## src/rtl/peres_alu_pkg.sv

```systemverilog
// Shared definitions for the Peres ALU sharing controller: opcode encodings,
// controller FSM state type and the default operand width.
package peres_alu_pkg;

  localparam int unsigned DEF_WIDTH = 32;

  localparam logic [1:0] OP_P   = 2'b00;
  localparam logic [1:0] OP_Q   = 2'b01;
  localparam logic [1:0] OP_R   = 2'b10;
  localparam logic [1:0] OP_RSV = 2'b11;

  typedef enum logic [1:0] {
    IDLE = 2'd0,
    WAIT = 2'd1,
    RESP = 2'd2
  } state_t;

endpackage

```

## src/rtl/peres_share_ctrl_if.sv

```systemverilog
// Request/response bus between the two ALU front-end requesters, the
// response consumer and peres_share_ctrl.
//   master: requester/consumer side (drives valids, opcodes, operands, rsp_ready)
//   slave : controller side (drives readies and the response channel)
interface peres_share_ctrl_if
  import peres_alu_pkg::*;
#(
  parameter int unsigned WIDTH = DEF_WIDTH
);

  logic             req0_valid;
  logic             req0_ready;
  logic [1:0]       req0_op;
  logic [WIDTH-1:0] req0_a;
  logic [WIDTH-1:0] req0_b;

  logic             req1_valid;
  logic             req1_ready;
  logic [1:0]       req1_op;
  logic [WIDTH-1:0] req1_a;
  logic [WIDTH-1:0] req1_b;

  logic             rsp_valid;
  logic             rsp_ready;
  logic             rsp_id;
  logic [WIDTH-1:0] rsp_data;
  logic             rsp_err;

  modport master (
    output req0_valid, req0_op, req0_a, req0_b,
    output req1_valid, req1_op, req1_a, req1_b,
    output rsp_ready,
    input  req0_ready, req1_ready,
    input  rsp_valid, rsp_id, rsp_data, rsp_err
  );

  modport slave (
    input  req0_valid, req0_op, req0_a, req0_b,
    input  req1_valid, req1_op, req1_a, req1_b,
    input  rsp_ready,
    output req0_ready, req1_ready,
    output rsp_valid, rsp_id, rsp_data, rsp_err
  );

endinterface

```

## src/rtl/rr_arb2.sv

```systemverilog
// Two-way round-robin arbiter.
//   clk, rst_n     : clock, asynchronous active-low reset (pointer -> 0)
//   req0, req1     : request lines
//   advance        : a grant was consumed this cycle; move the pointer
//   grant0, grant1 : one-hot (or zero) grant, combinational from requests
module rr_arb2 (
  input  logic clk,
  input  logic rst_n,
  input  logic req0,
  input  logic req1,
  input  logic advance,
  output logic grant0,
  output logic grant1
);

  // ptr = 0 favours requester 0, ptr = 1 favours requester 1
  logic ptr;

  always_comb begin
    grant0 = 1'b0;
    grant1 = 1'b0;
    if (!ptr) begin
      grant0 = req0;
      grant1 = req1 & ~req0;
    end else begin
      grant1 = req1;
      grant0 = req0 & ~req1;
    end
  end

  // After a grant the other requester becomes favoured.
  always_ff @(posedge clk or negedge rst_n) begin
    if (!rst_n)       ptr <= 1'b0;
    else if (advance) ptr <= grant0;
  end

endmodule

```

## src/rtl/peres_share_ctrl.sv

```systemverilog
// Shares one registered modified_Peres datapath between two requesters:
// round-robin grant, operand issue, latency wait, P/Q/R selection and a
// valid/ready response tagged with the requester id.
//   clk, rst_n        : clock, asynchronous active-low reset
//   bus               : requester and response channels (slave modport)
//   dp_a, dp_b        : registered operands to the datapath
//   dp_issue          : one-cycle pulse when new operands are first driven
//   dp_p, dp_q, dp_r  : datapath results
//   busy              : controller not idle
//   op_count          : completed responses, wrapping
module peres_share_ctrl
  import peres_alu_pkg::*;
#(
  parameter int unsigned WIDTH  = DEF_WIDTH,
  parameter int unsigned DP_LAT = 1,
  parameter int unsigned CNT_W  = 16
) (
  input  logic              clk,
  input  logic              rst_n,
  peres_share_ctrl_if.slave bus,
  output logic [WIDTH-1:0]  dp_a,
  output logic [WIDTH-1:0]  dp_b,
  output logic              dp_issue,
  input  logic [WIDTH-1:0]  dp_p,
  input  logic [WIDTH-1:0]  dp_q,
  input  logic [WIDTH-1:0]  dp_r,
  output logic              busy,
  output logic [CNT_W-1:0]  op_count
);

  // The datapath samples dp_a/dp_b one edge after they are registered, so the
  // wait covers DP_LAT plus that sampling edge.
  localparam logic [3:0] CNT_LOAD = 4'(DP_LAT + 1);

  state_t     state, state_next;
  logic [3:0] cnt;
  logic [1:0] op_q;
  logic       id_q;
  logic       grant0, grant1;
  logic       accept;
  logic       cnt_zero;
  logic       rsp_fire;

  rr_arb2 u_arb (
    .clk     (clk),
    .rst_n   (rst_n),
    .req0    (bus.req0_valid),
    .req1    (bus.req1_valid),
    .advance (accept),
    .grant0  (grant0),
    .grant1  (grant1)
  );

  // rst_n gating keeps the readies low while reset is asserted.
  assign bus.req0_ready = rst_n & (state == IDLE) & grant0;
  assign bus.req1_ready = rst_n & (state == IDLE) & grant1;
  assign busy           = (state != IDLE);

  always_ff @(posedge clk or negedge rst_n) begin
    if (!rst_n) state <= IDLE;
    else        state <= state_next;
  end

  always_comb begin
    state_next = state;
    accept     = 1'b0;
    cnt_zero   = (cnt == '0);
    rsp_fire   = 1'b0;
    unique case (state)
      IDLE: begin
        if (grant0 | grant1) begin
          accept     = 1'b1;
          state_next = WAIT;
        end
      end
      WAIT: begin
        if (cnt_zero) state_next = RESP;
      end
      RESP: begin
        if (bus.rsp_ready) begin
          rsp_fire   = 1'b1;
          state_next = IDLE;
        end
      end
      default: state_next = IDLE;
    endcase
  end

  always_ff @(posedge clk or negedge rst_n) begin
    if (!rst_n) begin
      dp_a         <= '0;
      dp_b         <= '0;
      dp_issue     <= 1'b0;
      cnt          <= '0;
      op_q         <= '0;
      id_q         <= 1'b0;
      bus.rsp_valid <= 1'b0;
      bus.rsp_id    <= 1'b0;
      bus.rsp_data  <= '0;
      bus.rsp_err   <= 1'b0;
      op_count     <= '0;
    end else begin
      dp_issue <= accept;
      if (accept) begin
        dp_a <= grant0 ? bus.req0_a  : bus.req1_a;
        dp_b <= grant0 ? bus.req0_b  : bus.req1_b;
        op_q <= grant0 ? bus.req0_op : bus.req1_op;
        id_q <= grant1;
        cnt  <= CNT_LOAD;
      end else if (state == WAIT && !cnt_zero) begin
        cnt <= cnt - 4'd1;
      end

      if (state == WAIT && cnt_zero) begin
        case (op_q)
          OP_P:    bus.rsp_data <= dp_p;
          OP_Q:    bus.rsp_data <= dp_q;
          OP_R:    bus.rsp_data <= dp_r;
          default: bus.rsp_data <= '0;
        endcase
        bus.rsp_err   <= (op_q == OP_RSV);
        bus.rsp_id    <= id_q;
        bus.rsp_valid <= 1'b1;
      end else if (rsp_fire) begin
        bus.rsp_valid <= 1'b0;
        bus.rsp_err   <= 1'b0;
        op_count      <= op_count + CNT_W'(1);
      end
    end
  end

endmodule

```

## src/flat_wrapper.sv

```systemverilog
// flat-port wrapper written by rule: the top's interface ports become plain ports
module peres_share_ctrl_flat import peres_alu_pkg::*;
#(
  parameter int unsigned WIDTH  = DEF_WIDTH,
  parameter int unsigned DP_LAT = 1,
  parameter int unsigned CNT_W  = 16
)
  (clk, rst_n, dp_a, dp_b, dp_issue, dp_p, dp_q, dp_r, busy, op_count, bus_req0_valid, bus_req0_op, bus_req0_a, bus_req0_b, bus_req1_valid, bus_req1_op, bus_req1_a, bus_req1_b, bus_rsp_ready, bus_req0_ready, bus_req1_ready, bus_rsp_valid, bus_rsp_id, bus_rsp_data, bus_rsp_err);
  peres_share_ctrl_if #(.WIDTH(WIDTH)) bus_i ();
  input  logic clk;
  input  logic rst_n;
  output logic [WIDTH-1:0] dp_a;
  output logic [WIDTH-1:0] dp_b;
  output logic dp_issue;
  input  logic [WIDTH-1:0] dp_p;
  input  logic [WIDTH-1:0] dp_q;
  input  logic [WIDTH-1:0] dp_r;
  output logic busy;
  output logic [CNT_W-1:0] op_count;
  input wire logic [$bits(bus_i.req0_valid)-1:0] bus_req0_valid;
  input wire logic [$bits(bus_i.req0_op)-1:0] bus_req0_op;
  input wire logic [$bits(bus_i.req0_a)-1:0] bus_req0_a;
  input wire logic [$bits(bus_i.req0_b)-1:0] bus_req0_b;
  input wire logic [$bits(bus_i.req1_valid)-1:0] bus_req1_valid;
  input wire logic [$bits(bus_i.req1_op)-1:0] bus_req1_op;
  input wire logic [$bits(bus_i.req1_a)-1:0] bus_req1_a;
  input wire logic [$bits(bus_i.req1_b)-1:0] bus_req1_b;
  input wire logic [$bits(bus_i.rsp_ready)-1:0] bus_rsp_ready;
  output wire logic [$bits(bus_i.req0_ready)-1:0] bus_req0_ready;
  output wire logic [$bits(bus_i.req1_ready)-1:0] bus_req1_ready;
  output wire logic [$bits(bus_i.rsp_valid)-1:0] bus_rsp_valid;
  output wire logic [$bits(bus_i.rsp_id)-1:0] bus_rsp_id;
  output wire logic [$bits(bus_i.rsp_data)-1:0] bus_rsp_data;
  output wire logic [$bits(bus_i.rsp_err)-1:0] bus_rsp_err;
  assign bus_i.req0_valid = bus_req0_valid;
  assign bus_i.req0_op = bus_req0_op;
  assign bus_i.req0_a = bus_req0_a;
  assign bus_i.req0_b = bus_req0_b;
  assign bus_i.req1_valid = bus_req1_valid;
  assign bus_i.req1_op = bus_req1_op;
  assign bus_i.req1_a = bus_req1_a;
  assign bus_i.req1_b = bus_req1_b;
  assign bus_i.rsp_ready = bus_rsp_ready;
  assign bus_req0_ready = bus_i.req0_ready;
  assign bus_req1_ready = bus_i.req1_ready;
  assign bus_rsp_valid = bus_i.rsp_valid;
  assign bus_rsp_id = bus_i.rsp_id;
  assign bus_rsp_data = bus_i.rsp_data;
  assign bus_rsp_err = bus_i.rsp_err;
  peres_share_ctrl #(.WIDTH(WIDTH), .DP_LAT(DP_LAT), .CNT_W(CNT_W)) u_core (.clk(clk), .rst_n(rst_n), .bus(bus_i), .dp_a(dp_a), .dp_b(dp_b), .dp_issue(dp_issue), .dp_p(dp_p), .dp_q(dp_q), .dp_r(dp_r), .busy(busy), .op_count(op_count));
endmodule
```

## config.mk

```make
export PLATFORM = sky130hd
export DESIGN_NAME = peres_share_ctrl_flat
export DESIGN_NICKNAME = d
export VERILOG_FILES = /design/src/rtl/peres_alu_pkg.sv /design/src/rtl/peres_share_ctrl_if.sv /design/src/rtl/rr_arb2.sv /design/src/rtl/peres_share_ctrl.sv /design/src/flat_wrapper.sv
export SDC_FILE = /design/constraint.sdc
export NUM_CORES = 1
export LEC_CHECK = 0
export ABC_AREA = 1
export BUFFER_PORTS_ARGS = -buffer_cell sky130_fd_sc_hd__buf_4
export CAP_MARGIN = 20
export CORE_AREA = 2 2 135 137
export CTS_CLUSTER_DIAMETER = 60
export DETAILED_ROUTE_END_ITERATION = 12
export DIE_AREA = 0 0 137 139
export GPL_ROUTABILITY_DRIVEN = 0
export PLACE_DENSITY = 0.7
export SYNTH_ARGS = -nofsm -noshare
export SYNTH_HDL_FRONTEND = slang
export SYNTH_SLANG_ARGS = --single-unit
```

## constraint.sdc

```tcl
create_clock -name clk -period 1.4 [get_ports clk]
set_input_delay 0.14 -clock clk [delete_from_list [all_inputs] [get_ports clk]]
set_output_delay 0.14 -clock clk [all_outputs]
set_load 0.1 [all_outputs]
```

### Word level (Yosys, flattened, before mapping)

Cells that the tools add are included.

| word-level totals | value |
|---|---|
| flip-flop bits (word level) | 126 |
| input port bits | 233 |
| logic and storage cells | 62 |

| cells by class | value |
|---|---|
| add/sub/neg operators | 2 |
| equality and inequality tests | 8 |
| mux-type cells | 19 |
| bitwise gates (word level) | 9 |
| reduce and logical (&&, ||, !) cells | 11 |

Operator list:

| cell | number |
|---|---|
| $pmux W32 S3 | 1 |
| $mux W32 | 2 |
| $add A16 B1 Y16 const B | 1 |
| $mux W1 | 9 |
| $mux W2 | 4 |
| $mux W4 | 2 |
| $eq A2 B2 Y1 const B | 3 |
| $pmux W2 S3 | 1 |
| $reduce_bool A2 Y1 | 3 |
| $and A1 B1 Y1 | 5 |
| $eq A2 B1 Y1 const B | 2 |
| $logic_not A2 Y1 | 2 |
| $logic_not A4 Y1 | 1 |
| $ne A2 B2 Y1 const B | 2 |
| $sub A4 B1 Y4 const B | 1 |
| $not A1 Y1 | 3 |
| $reduce_and A3 Y1 | 1 |
| $logic_and A1 B1 Y1 | 2 |
| $ne A2 B1 Y1 const B | 1 |
| $reduce_and A2 Y1 | 1 |
| $logic_not A1 Y1 | 1 |
| $or A1 B1 Y1 | 1 |

### Depth between registers and ports, before layout

Gate-level depths: netlist of the first run.

| logic depth | value |
|---|---|
| depth in word-level cells | 7 |
| depth in mapped cells | 8 |
| gate-level depth less buffers | 8 |

### Cells and area by module

A second synthesis of the first run with hierarchy kept.

| second synthesis, totals | value |
|---|---|
| cells, all modules | 865 |
| area total of the unflattened synthesis | 6364.9 um2 |

Modules (own cells, without submodules):

| module | instances | cells each | area each (um2) |
|---|---|---|---|
| peres_share_ctrl | 1 | 856 | 6302.3 |
| rr_arb2 | 1 | 9 | 62.6 |

### Least setup slack after synthesis of the first run

OpenSTA, ideal clock, no wires.

| timing path | value |
|---|---|
| path type | register to output |
| start | reg u_core.state[1] |
| end | out bus_req0_ready |
| arrival time | 3.016 ns |
| data required time | 1.260 ns |
| path slack | -1.756 ns |
| stages on the path, launching flop included | 4 |
| buffers on the path | 0 |
| cell sequence | dfrtp_1 -> inv_2 -> nand2_2 -> nor3_1 |

| between the ends | value |
|---|---|
| longest elaborated chain between the ends | 3 |

RTL lines:

| element | RTL line | source |
|---|---|---|
| start: declaration | peres_share_ctrl.sv:35 | `state_t state, state_next;` |
| start signal: assignment | peres_share_ctrl.sv:61 | `else state <= state_next;` |
| $logic_not A2 Y1 | peres_share_ctrl.sv:55 | `assign bus.req0_ready = rst_n & (state == IDLE) & grant0;` |
| $and A1 B1 Y1 (2 in a row) | peres_share_ctrl.sv:55 |  |
| end: declaration | flat_wrapper.sv:29 | `output wire logic [$bits(bus_i.req0_ready)-1:0] bus_req0_ready;` |

Every way passes these cells.

### Worst setup path after layout of the first run

Ends and elaborated chain as after synthesis.

==> summary.md, run 1 <==
No sink is reached through more buffers than the 2 on the longest clock path. In this run the power density over the cells is 2880 mW/mm^2. In this run the most critical hold path is launched from bus_req0_b[10].

The run gives 0 as the initial antenna violation count. The logs give 0 for the count of endpoints failing hold in the final timing report and 0.0177 sq mm for the core footprint. At the worst endpoint, the arrival time is 1420 ps.

Entering global routing, the biggest net connects 127 pins. The final core area utilization was 0.656. After synthesis, the cell types taking the most area are sky130_fd_sc_hd__dfrtp_1 51%, sky130_fd_sc_hd__nand2_1 19%, sky130_fd_sc_hd__o21ai_0 6.0%, sky130_fd_sc_hd__nor2_1 5.3%, sky130_fd_sc_hd__o21ai_1 5.2%.

The maximum fanout count along the critical path was 5; the final-stage net count was 1499. Summed over all layers, the global routing overflow is 0. The clock slew seen by the registers of the worst setup and hold paths works out to 70 ps. The slowest stage of the critical path is the sky130_fd_sc_hd__dfrtp_1 cell.

The logs give 0.235 for the overall track demand over capacity in global routing and 352 for the top-level I/O count. For the number of fill cells, the log shows 1390. After the first detailed-routing iteration, the DRC count stood at 345. The tools report the later-pin clock latency in the skew report as 420 ps.

The HPWL after detailed placement was 15.4 mm. The setup-violating endpoint count in the final report came out at 58. The number of max-slew violations in the final report came out at 0.

For the pin with the worst max-slew slack, the measured transition is 723 ps. Area overhead of the layout relative to synthesis: 88.9%. The average wire length per cell after detail routing was 16.8 um. Synthesis produced a netlist with a net count of 1044.

The path class of the tightest hold or removal check is in2reg. The tree is rooted in a sky130_fd_sc_hd__clkbuf_16. By startpoint and endpoint, the worst setup path is classified as reg2out. Across the run, the number of max-cap violations was 0. The first-pass detailed-route iteration total came out at 5. The run gives 35.4 mm as the first-pass GRT wire length.

The worst setup path is launched from a flop. The number of synthesized flops with an enable pin is 0. The logs give 25 for the number of distinct library cell variants in the gate-level netlist after synthesis and 0 for the DRC violation count after routing. Wires add up to 25.2 mm. In this run the worst setup path begins at u_core.state[1]$_DFFE_PN0P_. The run finished, with violations left. The endpoint of the worst setup timing path was bus_req0_ready.

Post-route minimum period: 1560 ps. The tools report the terminus of the critical flop-to-flop path as u_core.dp_a[1]$_DFFE_PN0P_. The worst register-to-register path begins at u_core.state[1]$_DFFE_PN0P_. The mean number of vias per cell is 4.90. The checks that failed: negative setup slack. Across the routed clock network, the largest skew measured is 14.6 ps. The floorplan has 49 rows. The largest vdd supply drop was 2.54 mV.

Counting flops and latches in the post-synthesis netlist gives 126. Synthesis produced 808 cells. The minimum setup slack in the final design is -165 ps. The mean post-synth cell area is 7.59 sq um. The share of flip-flops with an asynchronous set or reset works out to 1.00. The top flip-flop cell by instance count after synthesis is sky130_fd_sc_hd__dfrtp_1. The die outline height was 139 um. The maximum clock frequency came out at 0.639 GHz. The relative max-transition margin is 0.518, and the antenna violation net count after detailed routing is 0.

TritonCTS built the clock tree. The number of clock buffers added by TritonCTS is 17. Setup repair after global routing could not meet its margin everywhere. The static leakage is 5.77 nW. The share of post-route cells with drive strength above 1 was 0.424; the worst stage delay on the critical path was 390 ps.

The logs give 0.514 for the part of the Yosys area used for sequential elements and 1373 for the total placed cells including tap cells. The antenna diode count was 0. Register-to-register setup slack: -110 ps. The type of element capturing the critical path was an output port. During synthesis, Yosys emitted a total of 0 warnings.

For the die outline area, the log shows 0.0190 sq mm. The tools report the post-synth design cell area as 0.00613 sq mm. The most common cell in the synthesized netlist is sky130_fd_sc_hd__nand2_1. The cell depth of the worst flop-to-flop path was 8. The portion of synthesized cell area occupied by the leading cell type was 0.514; the via total after detailed routing was 7365.

The share of the clock period used by the worst path after layout works out to 1.12. The final total power was 33.3 mW; the count of port buffers added during placement was 351. Ranked by instance count, the synthesized netlist is headed by 305 x sky130_fd_sc_hd__nand2_1, 126 x sky130_fd_sc_hd__dfrtp_1, 87 x sky130_fd_sc_hd__nor2_1. The starting density of the core was 0.347. sky130_fd_sc_hd__dfrtp_1 takes more of the synthesized area than any other cell. The critical path goes through inv_2 -> nand2_8 -> nor3_4 -> buf_12. Via count of the first global-routing pass: 7054. The horizontal die dimension is 137 um. The run gives -3.45 ps as the worst slack at placement. The data required time of the worst path came out at 1260 ps.

The H-tree generated during clock tree synthesis spans 4 levels. The clock net in this run drives a total of 126 sinks. After the flow finishes, the layout carries non-filler instances totaling 1504.
==> what timing repair did <==
action / CTS / global route
hold endpoints to repair: 187 / 3
cloned: 2 / 11
setup endpoints to repair: 4 / 102
pin swaps: 2 / 62
setup buffers: 4 / 11
resized for setup: 14 / 152
hold buffers: 70 / 3
==> how the worst min path moves through the flow <==
stage / cells after the start / endpoint / slack (ps)
2_1_floorplan: 0 / u_core.bus.rsp_data[0]$_DFFE_PN0P_ / -160
3_3_place_gp: 2 / u_core.dp_a[16]$_DFFE_PN0P_ / 310
3_5_place_dp: 2 / u_core.dp_a[16]$_DFFE_PN0P_ / 310
4_1_cts: 3 / u_core.dp_b[19]$_DFFE_PN0P_ / 0.4
5_1_grt: 3 / u_core.dp_a[24]$_DFFE_PN0P_ / 3
6_report: 3 / u_core.dp_b[10]$_DFFE_PN0P_ / 4
==> per-stage QoR <==
stage	area [sq um]	TNS, ps	hold WS, ps
2_1_floorplan	6240	-436	-156
3_3_place_gp	9370	0	312
3_5_place_dp	9370	-3.45	308
4_1_cts	10800	-467	0.406
5_1_grt	11600	-9820	3.40
6_report	11600	-2470	4.03
==> sequential cells by signal (all words and copies together) (netlist names) <==
signal and count:
u_core.bus.rsp_data 32, u_core.bus.rsp_err 1, u_core.bus.rsp_id 1, u_core.bus.rsp_valid 1
u_core.cnt 4, u_core.dp_a 32, u_core.dp_b 32, u_core.dp_issue 1
u_core.id_q 1, u_core.op_count 16, u_core.op_q 2, u_core.state 2
u_core.u_arb.ptr 1
==> routing by layer <==
layer / GRT usage / wire length (um) / vias to the layer above
met1: 0.267 / 9230 / 3444
met5: 0 / 0 / -
li1: - / - / 3504
met4: 0.0939 / 780 / 0
met2: 0.409 / 12900 / 360
met3: 0.0720 / 2380 / 57
==> final cells by class <==
| cell class | instances | area, sq um | area share |
|---|---|---|---|
| clock buffers | 18 | 429 | 0.0370 |
| clock inverters | 13 | 189 | 0.0163 |
| inverters | 33 | 131 | 0.0113 |
| multi-input cells | 606 | 3010 | 0.260 |
| flip-flops and latches | 126 | 3190 | 0.275 |
| well taps | 229 | 287 | 0.0247 |
| repair buffers | 479 | 4350 | 0.376 |
==> where the power goes <==
part / internal [mW] / switching (mW)
combinational: 6.06 / 16.3
clock: 2.98 / 1.72
sequential: 5.29 / 1.00
==> cells in the final DEF, fill, tap and decap left out, types with 9 or more instances in the layout <==
master                          netlist  layout
sky130_fd_sc_hd__buf_12               0      24
sky130_fd_sc_hd__o21ai_1             64      67
sky130_fd_sc_hd__dfrtp_1            126     111
sky130_fd_sc_hd__nor2_1              87      81
sky130_fd_sc_hd__buf_4                2     361
sky130_fd_sc_hd__o21ai_2              0      56
sky130_fd_sc_hd__o21ai_0             73       9
sky130_fd_sc_hd__nand3_1             41      39
sky130_fd_sc_hd__clkbuf_16            0      27
sky130_fd_sc_hd__inv_1               27      24
sky130_fd_sc_hd__nand2_1            305     304
sky130_fd_sc_hd__dlygate4sd3_1        0      73
==> critical path, delay by kind of cell, from the launching register on <==
family	cells	cell delay, ps
AND/OR/NAND/NOR	2	300
buffers and inverters	2	310
flip-flops	1	390
==> kinds of logic (layout without fill, tap and decap cells) <==
| group | after synthesis | count (layout) | share of synthesized area |
|---|---|---|---|
| xor+xnor | 10 | 10 | 0.0143 |
| compound gates | 143 | 143 | 0.119 |
| simple gates | 450 | 450 | 0.291 |
| buf+inv | 76 | 543 | 0.0553 |
| fa+ha+maj | 3 | 3 | 0.00612 |
| flops | 126 | 126 | 0.514 |
Power figures use the tool's default switching activity.
==> run 2: changes to the inputs <==
Settings changed: CORE_AREA 2 2 135 137 to 3 3 136 138, DIE_AREA 0 0 137 139 to 0 0 139 141.
==> summary.md, run 2 (synthesis gave the netlist of run 1 again) <==
The run finished, with violations left. Violated checks: negative hold slack, negative setup slack (was negative setup slack). The run gives 48 (was 49) as the number of standard-cell rows in the floorplan. Initial antenna violation count: 0 (unchanged). The number of DRC markers after the initial detailed-route iteration was 308 (was 345); the later-pin clock latency in the skew report was 410 ps (was 420 ps). For the worst hold slack, the log shows -3.37 ps (was 4.03 ps). For the remaining global-route overflow, the log shows 0 (unchanged). The horizontal die dimension came out at 139 um (was 137 um). Most common library cell in the layout ignoring fill and taps: sky130_fd_sc_hd__buf_4 (unchanged). Cell depth of the worst flop-to-flop path: 7 (was 8). The final wirelength was 27.5 mm (was 25.2 mm). The tools report the source of the worst register-to-register timing path as u_core.state[0]$_DFFE_PN0P_ (was u_core.state[1]$_DFFE_PN0P_).

The register area is 0.00319 sq mm (unchanged), and the worst slack at placement is 73.7 ps (was -3.45 ps). The area overhead of the layout relative to synthesis is 95.8% (was 88.9%). The number of max-slew violations in the final report was 0 (unchanged); the maximum fanout count along the critical path was 7 (was 5). The tools report the data required time of the worst path as 1730 ps (was 1260 ps). The share of the clock period used by the worst path after layout is 1.09 (was 1.12), and the worst stage delay on the critical path is 380 ps (was 390 ps).

The tools report the critical hold path startpoint as bus_req0_b[28] (was bus_req0_b[10]). The clock slew seen by the registers of the worst setup and hold paths works out to 60 ps (was 70 ps). The largest vdd supply drop was 2.88 mV (was 2.54 mV); the clock buffer count from CTS was 17 (unchanged). Largest registers: u_core.bus.rsp_data x32, u_core.dp_a x32, u_core.dp_b x32 (unchanged). The run gives 0.0196 sq mm (was 0.0190 sq mm) as the die outline area.

Post-route minimum period: 1530 ps (was 1560 ps). The classification of the worst-slack hold path is in2reg (unchanged). The run gives 0.453 (was 0.518) as the relative max-transition margin.

The run gives 0.654 GHz (was 0.639 GHz) as the maximum clock frequency. Terminus of the critical flop-to-flop path: u_core.dp_b[11]$_DFFE_PN0P_ (was u_core.dp_a[1]$_DFFE_PN0P_). The DRC violation count after routing was 0 (unchanged); the maximum number of pins on one net before global-route repair was 127 (unchanged). The tools report the count of H-tree levels built during CTS as 4 (unchanged).

TritonCTS built the clock tree. The kind of critical path was reg2reg (was reg2out). The data arrival time of the worst path came out at 1860 ps (was 1420 ps). The type of element launching the critical path is a flop (unchanged). The register-to-register setup slack was -130 ps (was -110 ps); the average wire length per cell after detail routing was 18.1 um (was 16.8 um). The number of fill cells was 1318 (was 1390); the top-level I/O count was 352 (unchanged). The overall track demand over capacity in global routing is 0.227 (was 0.235), and the minimum setup slack in the final design is -128 ps (was -165 ps).

Type of element capturing the critical path: a flop (was an output port). The first-pass detailed-route iteration total came out at 5 (unchanged). The end point of the worst hold path was u_core.dp_b[28]$_DFFE_PN0P_ (was u_core.dp_b[10]$_DFFE_PN0P_).

Count of endpoints failing hold in the final timing report: 1 (was 0). The static leakage came out at 5.90 nW (was 5.77 nW). The slew at the pin closest to its max-slew limit was 821 ps (was 723 ps). Leading cell types in the layout, fill and taps excluded: 361 x sky130_fd_sc_hd__buf_4, 248 x sky130_fd_sc_hd__nand2_1, 111 x sky130_fd_sc_hd__dfrtp_1, 78 x sky130_fd_sc_hd__dlygate4sd3_1, 70 x sky130_fd_sc_hd__o21ai_1 (was 361 x sky130_fd_sc_hd__buf_4, 304 x sky130_fd_sc_hd__nand2_1, 111 x sky130_fd_sc_hd__dfrtp_1, 81 x sky130_fd_sc_hd__nor2_1, 73 x sky130_fd_sc_hd__dlygate4sd3_1). The mean number of vias per cell was 5.01 (was 4.90); the antenna violation net count after detailed routing was 0 (unchanged). The starting density of the core was 0.355 (was 0.347); the count of port buffers added during placement was 351 (unchanged). Number of cells traversed by the worst hold path: 3 (unchanged).

The core footprint was 0.0173 sq mm (was 0.0177 sq mm). The HPWL after detailed placement was 16.1 mm (was 15.4 mm). The max-capacitance violation count was 0 (unchanged); the power density relative to cell area was 2830 mW/mm^2 (was 2880 mW/mm^2).

The via count of the first global-routing pass came out at 7241 (was 7054). The share of post-route cells with drive strength above 1 was 0.478 (was 0.424). Clock skew after layout: 7.29 ps (was 14.6 ps). The tools report the setup-violating endpoint count in the final report as 66 (was 58). The run gives 126 (unchanged) as the total number of clock tree sinks. Worst-case clock buffer depth: 2 (unchanged). CP Cell Sequence: inv_2 -> nand2_8 -> nor2_4 -> buf_6 -> buf_12 -> o21ai_2 -> o21ai_1 (was inv_2 -> nand2_8 -> nor3_4 -> buf_12). Setup repair after global routing could not meet its margin everywhere. Die outline height: 141 um (was 139 um). The run gives 36.0 mm (was 35.4 mm) as the first-pass GRT wire length.

The via total after detailed routing came out at 7591 (was 7365). The buffer cell driving the clock tree root was sky130_fd_sc_hd__clkbuf_16 (unchanged). Slowest library cell on the worst path: sky130_fd_sc_hd__dfrtp_1 (unchanged). The tools report the multi-input gate area in the final layout as 0.00328 sq mm (was 0.00301 sq mm). The tools report the antenna diode count as 0 (unchanged). Final-stage net count: 1513 (was 1499).
==> run 2: cell types whose count changed in the layout (fill, tap and decap cells not counted), moves of 4 or more <==
| cell | before | now |
|---|---|---|
| sky130_fd_sc_hd__nand2_4 | 1 | 21 |
| sky130_fd_sc_hd__nor2_1 | 81 | 69 |
| sky130_fd_sc_hd__clkbuf_16 | 27 | 34 |
| sky130_fd_sc_hd__buf_12 | 24 | 20 |
| sky130_fd_sc_hd__nand2_2 | 1 | 37 |
| sky130_fd_sc_hd__buf_6 | 4 | 13 |
| sky130_fd_sc_hd__dlygate4sd3_1 | 73 | 78 |
| sky130_fd_sc_hd__nor2_2 | 6 | 18 |
| sky130_fd_sc_hd__nand2_1 | 304 | 248 |
==> run 2: cell type report <==
class | count | share of cell area
timing repair buffer | 492 | 0.376
multi-input combinational | 606 | 0.273
sequential | 126 | 0.266
clock buffer | 23 | 0.0398
tap | 225 | 0.0234
inverter | 33 | 0.0118
clock inverter | 9 | 0.00917
timing repair inverter | 1 | 0.000417
==> run 2: through the flow <==
step                      utilization  instance area, sq um  TNS (ps)  cells  total power, mW
after floorplan                     -                  6240      -436    808             20.9
after global placement          0.536                  9270         0   1364             25.8
after detailed placement        0.536                  9270         0   1364             26.0
after CTS                       0.617                 10700      -319   1474             30.8
after global routing            0.694                 12000    -11640   1515             35.4
final                           0.694                 12000     -3830   1515             34.0
==> run 2: power by group <==
part           internal, mW  switching [mW]
clock                  2.76            1.63
combinational          6.36            16.8
sequential             5.29            1.16
==> run 2: critical path: cells and delay by family (launching register included) <==
| kind | cells | cell delay (ps) |
|---|---|---|
| AO/OA/AOI/OAI | 2 | 230 |
| buffers and inverters | 3 | 480 |
| flip-flops | 1 | 380 |
| AND/OR/NAND/NOR | 2 | 350 |
==> run 2: per-layer routing <==
| layer | GRT usage | vias to the layer above | part of all wire |
|---|---|---|---|
| met3 | 0.0801 | 82 | 0.088 |
| met4 | 0.102 | 0 | 0.041 |
| met1 | 0.258 | 3572 | 0.36 |
| met5 | 0 | - | 0 |
| li1 | - | 3535 | - |
| met2 | 0.387 | 402 | 0.51 |
==> run 2: worst max path at each step <==
stage                                       from  depth (start not counted)  slack (ps)                                  end
finish               u_core.state[0]$_DFFE_PN0P_                          7        -130          u_core.dp_b[11]$_DFFE_PN0P_
floorplan            u_core.state[1]$_DFFE_PN0P_                          3        -250                       bus_req0_ready
CTS                 u_core.u_arb.ptr$_DFFE_PN0P_                          4        -140                       bus_req0_ready
global placement       u_core.cnt[0]$_DFFE_PN0P_                          8         100  u_core.bus.rsp_data[30]$_DFFE_PN0P_
detailed placement     u_core.cnt[0]$_DFFE_PN0P_                          8          70   u_core.bus.rsp_data[8]$_DFFE_PN0P_
global route        u_core.u_arb.ptr$_DFFE_PN0P_                          5        -190                       bus_req1_ready
==> run 2: repair_timing <==
item,in CTS,in global routing
gates cloned,0,23
buffers inserted,5,14
gates resized for setup,23,250
hold endpoints to repair,187,4
endpoints found under the setup margin,3,105
pin swaps,2,91
hold buffers,74,4
==> run 3: changes to the inputs <==
Settings changed: SKIP_LAST_GASP set to 1.
==> summary.md, run 3 (synthesis gave the netlist of run 1 again) <==
The run finished, with violations left. Violated checks: negative hold slack, negative setup slack (unchanged). The total negative slack is -887 ps (was -3830 ps), and the count of port buffers added during placement is 351 (unchanged).

First-pass GRT wire length: 35.7 mm (was 36.0 mm). The most common library cell in the layout ignoring fill and taps is sky130_fd_sc_hd__buf_4 (unchanged). Max-capacitance violation count: 0 (unchanged). For the DRC violation count after routing, the log shows 0 (unchanged). The final-stage net count came out at 1509 (was 1513).

The tools report the clock buffer count from CTS as 17 (unchanged). Leading cell types in the layout, fill and taps excluded: 362 x sky130_fd_sc_hd__buf_4, 253 x sky130_fd_sc_hd__nand2_1, 111 x sky130_fd_sc_hd__dfrtp_1, 69 x sky130_fd_sc_hd__dlygate4sd3_1, 67 x sky130_fd_sc_hd__o21ai_1 (was 361 x sky130_fd_sc_hd__buf_4, 248 x sky130_fd_sc_hd__nand2_1, 111 x sky130_fd_sc_hd__dfrtp_1, 78 x sky130_fd_sc_hd__dlygate4sd3_1, 70 x sky130_fd_sc_hd__o21ai_1). Largest registers: u_core.bus.rsp_data x32, u_core.dp_a x32, u_core.dp_b x32 (unchanged).

The run gives 36 (was 66) as the setup-violating endpoint count in the final report. The tools report the type of element capturing the critical path as an output port (was a flop). The HPWL after detailed placement is 16.1 mm (unchanged).

Number of standard-cell rows in the floorplan: 48 (unchanged). The final total power was 34.1 mW (was 34.0 mW). The average wire length per cell after detail routing is 18.6 um (was 18.1 um), and the starting density of the core is 0.355 (unchanged). The logs give 0 (unchanged) for the antenna violation net count after detailed routing and 0.0121 sq mm (was 0.0120 sq mm) for the final design instance area without fill. The horizontal die dimension was 139 um (unchanged); the antenna diode count was 0 (unchanged). For the relative max-transition margin, the log shows 0.515 (was 0.453). The maximum fanout count along the critical path was 3 (was 7). For the clock skew after layout, the log shows 10.3 ps (was 7.29 ps).

The logs give 4 (unchanged) for the count of H-tree levels built during CTS and 5.91 nW (was 5.90 nW) for the static leakage. Classification of the worst-slack hold path: in2reg (unchanged). The post-route minimum period was 1510 ps (was 1530 ps).

The mean number of vias per cell was 5.06 (was 5.01); the maximum number of pins on one net before global-route repair was 127 (unchanged). For the final wirelength, the log shows 28.1 mm (was 27.5 mm). CP Cell Sequence: inv_2 -> o21ai_4 -> nor3_4 -> buf_12 (was inv_2 -> nand2_8 -> nor2_4 -> buf_6 -> buf_12 -> o21ai_2 -> o21ai_1).

The remaining global-route overflow was 0 (unchanged). For the data required time of the worst path, the log shows 1260 ps (was 1730 ps). The number of buffer and inverter instances along the worst setup path came out at 2 (was 3). The run gives 5 (unchanged) as the first-pass detailed-route iteration total. The logs give 0.0173 sq mm (unchanged) for the core footprint and 0.663 GHz (was 0.654 GHz) for the maximum clock frequency.

The slew at the pin closest to its max-slew limit works out to 728 ps (was 821 ps). Kind of cell with the highest combined delay on the critical path: flip-flops (was buffers and inverters). Number of DRC markers after the initial detailed-route iteration: 349 (was 308). The slowest library cell on the worst path is sky130_fd_sc_hd__dfrtp_1 (unchanged). The tools report the top-level I/O count as 352 (unchanged).

Kind of critical path: reg2out (was reg2reg). The worst-case clock buffer depth is 2 (unchanged). The tools report the placed instance area as 0.00927 sq mm (unchanged). Setup repair after global routing could not meet its margin everywhere. The run gives 410 ps (about the same) as the later-pin clock latency in the skew report. For the count of endpoints failing hold in the final timing report, the log shows 3 (was 1). The share of the clock period used by the worst path after layout is 1.08 (was 1.09). The buffer cell driving the clock tree root is sky130_fd_sc_hd__clkbuf_16 (unchanged). Overall track demand over capacity in global routing: 0.225 (was 0.227). The data arrival time of the worst path is 1370 ps (was 1860 ps). The run gives 0 (unchanged) as the number of max-slew violations in the final report.

The final core area utilization came out at 0.702 (was 0.694). Via count of the first global-routing pass: 7155 (was 7241). The share of post-route cells with drive strength above 1 came out at 0.502 (was 0.478). TritonCTS built the clock tree. The worst stage delay on the critical path was 380 ps (about the same); the die outline area was 0.0196 sq mm (unchanged). The initial antenna violation count is 0 (unchanged), and the total number of clock tree sinks is 126 (unchanged).

Power density relative to cell area: 2810 mW/mm^2 (was 2830 mW/mm^2). The die outline height came out at 141 um (unchanged). The type of element launching the critical path is a flop (unchanged).

The via total after detailed routing was 7651 (was 7591). The tools report the minimum setup slack in the final design as -109 ps (was -128 ps). The tools report the largest vdd supply drop as 2.92 mV (was 2.88 mV).

For the worst hold slack, the log shows -21.6 ps (was -3.37 ps). The clock slew seen by the registers of the worst setup and hold paths is 60 ps (about the same). The area overhead of the layout relative to synthesis works out to 97.9% (was 95.8%).
-- run 3: changes by cell type in the layout (fill, tap and decap cells not counted), moves of 2 or more --
cell and change:
sky130_fd_sc_hd__o21ai_1 -3, sky130_fd_sc_hd__buf_6 -2, sky130_fd_sc_hd__nor2_2 +7, sky130_fd_sc_hd__buf_12 -2
sky130_fd_sc_hd__nand2_2 -5, sky130_fd_sc_hd__o21ai_2 +4, sky130_fd_sc_hd__buf_8 +6, sky130_fd_sc_hd__nor2_1 -25
sky130_fd_sc_hd__nor2_4 +18, sky130_fd_sc_hd__dlygate4sd3_1 -9, sky130_fd_sc_hd__nand2_1 +5
-- run 3: power breakdown --
group / internal, mW / leakage, nW / switching [mW]
Clock: 2.76 / 0.279 / 1.64
Sequential: 5.29 / 1.54 / 1.19
Combinational: 6.38 / 4.08 / 16.9
Total: 14.4 / 5.91 / 19.7
-- run 3: worst register-to-register path, cell delays in order, from the launching register on --
cell and delay (ps):
sky130_fd_sc_hd__dfrtp_1 340, sky130_fd_sc_hd__inv_2 60, sky130_fd_sc_hd__o21ai_4 180, sky130_fd_sc_hd__buf_6 140, sky130_fd_sc_hd__buf_8 130, sky130_fd_sc_hd__clkinv_8 100
sky130_fd_sc_hd__buf_8 160, sky130_fd_sc_hd__nor2_1 170, sky130_fd_sc_hd__o21ai_1 100
-- run 3: layout make-up --
type,instances,area (sq um)
fillers,1290,5150
clock inverters,9,110
inverters,33,144
flip-flops and latches,126,3190
multi-input cells,606,3430
repair inverters,2,13.8
well taps,225,282
clock buffers,23,478
repair buffers,487,4490
-- run 3: worst paths after layout --
kind                                                      from                                   to  slack [ps]  cells after the start
max reg2reg                       u_core.u_arb.ptr$_DFFE_PN0P_          u_core.dp_b[22]$_DFFE_PN0P_         -90                      8
min                                             bus_req1_b[23]          u_core.dp_b[23]$_DFFE_PN0P_         -20                      3
min reg2reg                u_core.bus.rsp_data[11]$_DFFE_PN0P_  u_core.bus.rsp_data[11]$_DFFE_PN0P_         480                      2
max in group asynchronous                                rst_n          u_core.dp_a[31]$_DFFE_PN0P_         400                      3
min in group asynchronous                                rst_n          u_core.state[1]$_DFFE_PN0P_         400                      3
max                               u_core.u_arb.ptr$_DFFE_PN0P_                       bus_req0_ready        -110                      4
-- run 3: metal layers --
layer,vias to the layer above,GRT usage,routed length (um),share of wire
met4,0,0.0973,1090,0.039
met5,-,0,0,0
met1,3636,0.256,10300,0.37
met2,412,0.385,14300,0.51
met3,76,0.0801,2420,0.086
li1,3527,-,-,-
-- run 3: per-stage QoR --
| step | hold WS (ps) | std cells | setup WS, ps |
|---|---|---|---|
| finish | -21.6 | 1511 | -109 |
| global route | -7.82 | 1511 | -173 |
| CTS | 0.383 | 1466 | -145 |
| detailed placement | 313 | 1364 | 73.7 |
| global placement | 311 | 1364 | 95.3 |
| floorplan | -156 | 808 | -245 |
-- run 3: what timing repair did --
action	4_1_cts	5_1_grt
gates cloned	0	28
setup endpoints to repair	3	105
setup buffers	5	14
hold buffers	66	3
pin swaps	2	98
resized for setup	9	308
hold endpoints to repair	187	3
